==> src/rtl/traffic_sequencer_pkg.sv <==
// Purpose: shared constants, FSM encoding and speed clamp for the road-lane sequencer.
// Latency: n/a (declarations only).
// Backpressure: n/a.
package traffic_sequencer_pkg;

  localparam int SCREEN_W_DEF  = 640;
  localparam int DIV_COUNT_DEF = 250000;
  localparam int MAX_SPD       = 15;

  // Lane start positions, lanes 3..0 (reload value on reset/restart).
  localparam logic [3:0][9:0] INIT_X   = {10'd500, 10'd320, 10'd608, 10'd100};
  // Base pixels per tick, lanes 3..0.
  localparam logic [3:0][3:0] BASE_SPD = {4'd3, 4'd1, 4'd2, 4'd1};
  // 1 = lane moves left, 0 = lane moves right (lanes 3..0).
  localparam logic [3:0]      LANE_DIR = 4'b1010;

  typedef enum logic [2:0] {
    ST_IDLE = 3'd0,
    ST_L0   = 3'd1,
    ST_L1   = 3'd2,
    ST_L2   = 3'd3,
    ST_L3   = 3'd4,
    ST_DONE = 3'd5
  } state_t;

  // Lane speed is base plus level, saturated to the 4-bit maximum.
  function automatic logic [3:0] clamp_speed(input logic [3:0] base, input logic [2:0] level);
    logic [4:0] sum;
    sum = {1'b0, base} + {2'b00, level};
    return (sum > 5'(MAX_SPD)) ? 4'(MAX_SPD) : sum[3:0];
  endfunction

endpackage

==> src/rtl/traffic_sequencer_car_lane_step.sv <==
// Purpose: one wrap-around position step for a single lane, shared across all lanes.
// Latency: combinational.
// Backpressure: none.
module traffic_sequencer_car_lane_step #(
  parameter int SCREEN_W = 640
) (
  input  logic [9:0] x,
  input  logic [3:0] s,
  input  logic       dir,
  output logic [9:0] x_next
);

  localparam logic [10:0] W11 = 11'(SCREEN_W);

  logic [10:0] sum;
  logic [9:0]  s10;

  // Right moves add and subtract the width once on overflow; left moves borrow the width on underflow.
  always_comb begin
    sum    = {1'b0, x} + {7'd0, s};
    s10    = {6'd0, s};
    x_next = 10'd0;
    if (!dir) begin
      x_next = (sum >= W11) ? 10'(sum - W11) : sum[9:0];
    end else if (x < s10) begin
      x_next = 10'({1'b0, x} + W11 - {7'd0, s});
    end else begin
      x_next = x - s10;
    end
  end

endmodule

==> src/rtl/traffic_sequencer.sv <==
// Purpose: tick divider plus a lane-sweep FSM that moves four car lanes through one shared step unit.
// Latency: lane k updated k+2 cycles after the tick cycle; frame-done pulse 5 cycles after tick.
// Backpressure: i_pause holds the divider while idle; a started sweep always completes.
module traffic_sequencer
  import traffic_sequencer_pkg::*;
#(
  parameter int DIV_COUNT = DIV_COUNT_DEF,
  parameter int SCREEN_W  = SCREEN_W_DEF
) (
  input  logic       CLK,
  input  logic       RST,
  input  logic       i_pause,
  input  logic       i_restart,
  input  logic [2:0] i_level,
  output logic [9:0] car_x1,
  output logic [9:0] car_x2,
  output logic [9:0] car_x3,
  output logic [9:0] car_x4,
  output logic       o_busy,
  output logic       o_frame_done
);

  localparam int            DW       = $clog2(DIV_COUNT);
  localparam logic [DW-1:0] DIV_LAST = DW'(DIV_COUNT - 1);

  state_t          state, state_n;
  logic [DW-1:0]   div_cnt;
  logic [2:0]      level_q;
  logic [3:0][9:0] lane_x;
  logic [1:0]      lane_sel;
  logic            lane_wr;
  logic            tick;
  logic [9:0]      step_x;

  assign tick = (div_cnt == DIV_LAST) && !i_pause && (state == ST_IDLE);

  // Next state, lane select and status outputs; restart forces the FSM back to idle.
  always_comb begin
    state_n      = state;
    lane_sel     = 2'd0;
    lane_wr      = 1'b0;
    o_busy       = 1'b1;
    o_frame_done = 1'b0;
    case (state)
      ST_IDLE: begin
        o_busy = 1'b0;
        if (tick) state_n = ST_L0;
      end
      ST_L0: begin lane_sel = 2'd0; lane_wr = 1'b1; state_n = ST_L1; end
      ST_L1: begin lane_sel = 2'd1; lane_wr = 1'b1; state_n = ST_L2; end
      ST_L2: begin lane_sel = 2'd2; lane_wr = 1'b1; state_n = ST_L3; end
      ST_L3: begin lane_sel = 2'd3; lane_wr = 1'b1; state_n = ST_DONE; end
      ST_DONE: begin
        o_frame_done = 1'b1;
        state_n      = ST_IDLE;
      end
      default: state_n = ST_IDLE;
    endcase
    if (i_restart) state_n = ST_IDLE;
  end

  // FSM register, movement divider and per-sweep level latch.
  always_ff @(posedge CLK) begin
    if (RST) begin
      state   <= ST_IDLE;
      div_cnt <= '0;
      level_q <= 3'd0;
    end else begin
      state <= state_n;
      if (i_restart) begin
        div_cnt <= '0;
      end else if (!(i_pause && state == ST_IDLE)) begin
        div_cnt <= (div_cnt == DIV_LAST) ? '0 : div_cnt + DW'(1);
      end
      if (tick && !i_restart) level_q <= i_level;
    end
  end

  traffic_sequencer_car_lane_step #(.SCREEN_W(SCREEN_W)) u_step (
    .x      (lane_x[lane_sel]),
    .s      (clamp_speed(BASE_SPD[lane_sel], level_q)),
    .dir    (LANE_DIR[lane_sel]),
    .x_next (step_x)
  );

  // Lane position registers: reload on reset/restart, otherwise write the lane selected by the sweep.
  always_ff @(posedge CLK) begin
    if (RST || i_restart) begin
      lane_x <= INIT_X;
    end else if (lane_wr) begin
      lane_x[lane_sel] <= step_x;
    end
  end

  assign car_x1 = lane_x[0];
  assign car_x2 = lane_x[1];
  assign car_x3 = lane_x[2];
  assign car_x4 = lane_x[3];

endmodule

==> config.mk <==
export PLATFORM = sky130hd
export DESIGN_NAME = traffic_sequencer
export DESIGN_NICKNAME = d
export VERILOG_FILES = /design/src/rtl/traffic_sequencer_pkg.sv /design/src/rtl/traffic_sequencer_car_lane_step.sv /design/src/rtl/traffic_sequencer.sv
export SDC_FILE = /design/constraint.sdc
export NUM_CORES = 1
export LEC_CHECK = 0
export ABC_AREA = 1
export CORE_MARGIN = 8
export CORE_UTILIZATION = 25
export DETAILED_ROUTE_END_ITERATION = 10
export SLEW_MARGIN = 20
export SYNTH_ARGS = -nofsm -noshare
export SYNTH_HDL_FRONTEND = slang
export SYNTH_SLANG_ARGS = --single-unit
==> constraint.sdc <==
create_clock -name CLK -period 5.9 [get_ports CLK]
set_clock_uncertainty 0.15 [all_clocks]
set_input_delay 0.885 -clock CLK [delete_from_list [all_inputs] [get_ports CLK]]
set_output_delay 0.885 -clock CLK [all_outputs]
set_load 0.02 [all_outputs]
==> impl_metrics.csv <==
group,metric,value,unit
yosys,ys_seq_area_frac,0.291,
sta,fin_setup_tns,0,ns
finish,final_area,5400,µm²
clock_network,holdBufCountCts,0,
finish,area_growth,22.5,%
route,antenna_left,0,
placed_design,place_hpwl,9660,µm
yosys,netlist_area,4410,µm²
placed_design,gp_congestion,0.873,
clock_network,path_clk_slew,0.06,ns
route,route.detailed.wl_per_inst,14.0,µm
route,wl_met3,884,µm
global_route,grt_pass1_vias,3780,
sta,fin_crit_sh,0.828,
setup_path,cp_num_buf_inv,4,
placed_design,place_inst,875,
global_route,grt_pass1_wl,19800,µm
clock_network,clockRootBuffer,"clkbuf_16",
placed_design,port-buffer-count,48,
floorplanning,dieArea,22100,µm²
finish,final_cell_mix,"nand2_1, inv_1, dfxtp_1",
floorplanning,dieHeight,149,µm
route,vias,4068,
sta,fmax,0.205,GHz
sta,setup_violations,0,
placed_design,dpl_cell_area,5100,µm²
power,p_total,0.000983,W
setup_path,path_common_cell,"nand2_1",
clock_network,htree_levels,3,
power,p_leak,2.32,nW
global_route,grt_start_max_net_pins,32,
route,drt-initial-drc-count,311,
finish,utilization,0.312,
global_route,grt_use_total,0.112,
power,vdd_drop_max,0.000153,V
clock_network,cts_num_sinks,64,
sta,relSlewSlack,0.287,
yosys,syn-num-nets,660,
setup_path,crit_fanout,26,
setup_path,critPathLaunchType,"register",
setup_path,worst_path_max_delay_cell,"ha_1",
floorplanning,start_util,0.255,
finish,drive_gt1_frac,0.102,
route,avgViaCountPerCell,4.57,
setup_path,endpoint_kind,"register",
job,cap_violations,0,
route,routed_wl,12500,µm
floorplanning,ios,49,
clock_network,cts_resized,0,
yosys,postSynthRegisterBits,64,
finish,num_antenna_cells,0,
setup_path,critPathMaxStageDelay,0.49,ns
sta,fin_crit,4.88,ns
yosys,yosysWarnings,0,
hold_path,min_path_type,"register to register",
sta,rsz0062_at_grt,"false",
yosys,synthCells,619,
outcome,status,"finished, final reports clean",
yosys,syn_area_per_cell,7.12,µm²
power,power_density,182,nW/µm²
finish,layoutNonFillerInstCount,891,
floorplanning,core-area,17300,µm²
setup_path,cpLargestDelayFamily,"compound AO/OA/AOI/OAI gates",
floorplanning,die_width,149,µm
setup_path,arrival,4.99,ns
finish,final_common_cell,"nand2_1",
clock_network,clockBufferDepth,2,
route,drt-met1-wl,5690,µm
route,wl_met2,5760,µm
yosys,synth_cell_types,51,
sta,hold_viol,0,
setup_path,crit_type,"register to register",
yosys,synth_ff_type,"dfxtp_1",
clock_network,clkLatencyLatePin,0.34,ns
setup_path,worstPathRequired,6.01,ns
route,top_layer,"met4",
global_route,grt-ovfl-total,0,
setup_path,cp_cell_sequence,"nor2_4 -> nand2_8 -> nand2_1 -> buf_4 -> clkinv_1 -> fa_1 -> xor2_1 -> inv_1 -> ha_1 -> inv_1 -> ha_1 -> nand2_1 -> nand2_1 -> a31oi_1 -> o21ai_0 -> a21oi_1 -> xor2_1 -> nand2_1 -> o311ai_0 -> o21ai_0 -> o21ai_0",
sta,worst_pin_slew,1.07,ns
clock_network,cts_buffers,9,
yosys,yosysTopAreaCell,"dfxtp_1",
route,dr.pass1.iters,5,
sta,drv_slew,0,
clock_network,cts_setup_buffers,0,
yosys,synth_edf_count,0,
yosys,yosysTopAreaCellShare,0.291,
floorplanning,fp-row-count,48,
global_route,antenna_found_initial,0,
yosys,ys_async_sr_fraction,0,
yosys,netlist_top_cells_area,"dfxtp_1, nand2_1, inv_1",
clock_network,cts_tree,"built",
finish,layout.nets,702,
route,drc,0,
==> worst reg2reg max path: cells and delay by family, from the launching register on <==
family | cells | cell delay (ns)
AO/OA/AOI/OAI | 6 | 1.17
adder cells (fa/ha/maj) | 3 | 1.15
AND/OR/NAND/NOR | 6 | 0.80
buffers and inverters | 4 | 0.68
flip-flops | 1 | 0.44
XOR/XNOR | 2 | 0.40
==> sequential cells by signal (all words and copies together), names as in the netlist <==
signal,count
div_cnt,18
car_x3,10
car_x4,10
level_q,3
car_x2,10
car_x1,10
state,3
==> routing by layer <==
metal,vias up,GRT usage
met3,17,0.0352
met1,1853,0.138
met5,-,0
met4,0,0.0303
met2,109,0.184
li1,2089,-
==> through the flow <==
stage / worst slack (ns) / hold slack (ns)
after global placement: 1.15 / 0.317
final: 1.02 / 0.324
after detailed placement: 1.02 / 0.316
after global routing: 0.576 / 0.345
after CTS: 1.00 / 0.325
after floorplan: 1.74 / 0.286
==> cell type report <==
type	count	area (µm²)
multi-input combinational	427	2620
tap	225	282
fill	1894	11900
timing repair buffer	53	518
clock buffer	9	225
inverter	106	400
sequential	64	1280
clock inverter	7	72.6
==> cell families after synthesis <==
family | after synthesis | share of synthesized area
flip-flops | 64 | 0.291
adder cells (fa/ha/maj) | 34 | 0.107
AND/OR/NAND/NOR | 250 | 0.293
AO/OA/AOI/OAI | 128 | 0.163
XOR/XNOR | 14 | 0.0295
multiplexers | 1 | 0.00227
buffers and inverters | 128 | 0.115
==> synthesized netlist by cell type, drive strengths merged, types with 10 or more instances <==
cell type	number
nand3	33
xor2	10
nand4	13
nand2	116
nor2	63
clkbuf	17
o21ai	52
nor3	15
ha	28
inv	104
a21oi	50
dfxtp	64
==> where the power goes <==
part           switching (W)  internal [W]
Sequential       0.000000328      0.000433
Clock               0.000207      0.000326
Combinational      0.0000109    0.00000617
==> path summary, 6_finish.rpt <==
check	endpoint	start	cells after the start	slack [ns]
setup reg to reg	car_x3[6]	state[1]	21	1.02
hold reg to reg	div_cnt[11]	div_cnt[11]	2	0.32
hold / removal	div_cnt[11]	div_cnt[11]	2	0.32
setup / recovery	car_x3[6]	state[1]	21	1.02
(Power assumes the default switching activity.)
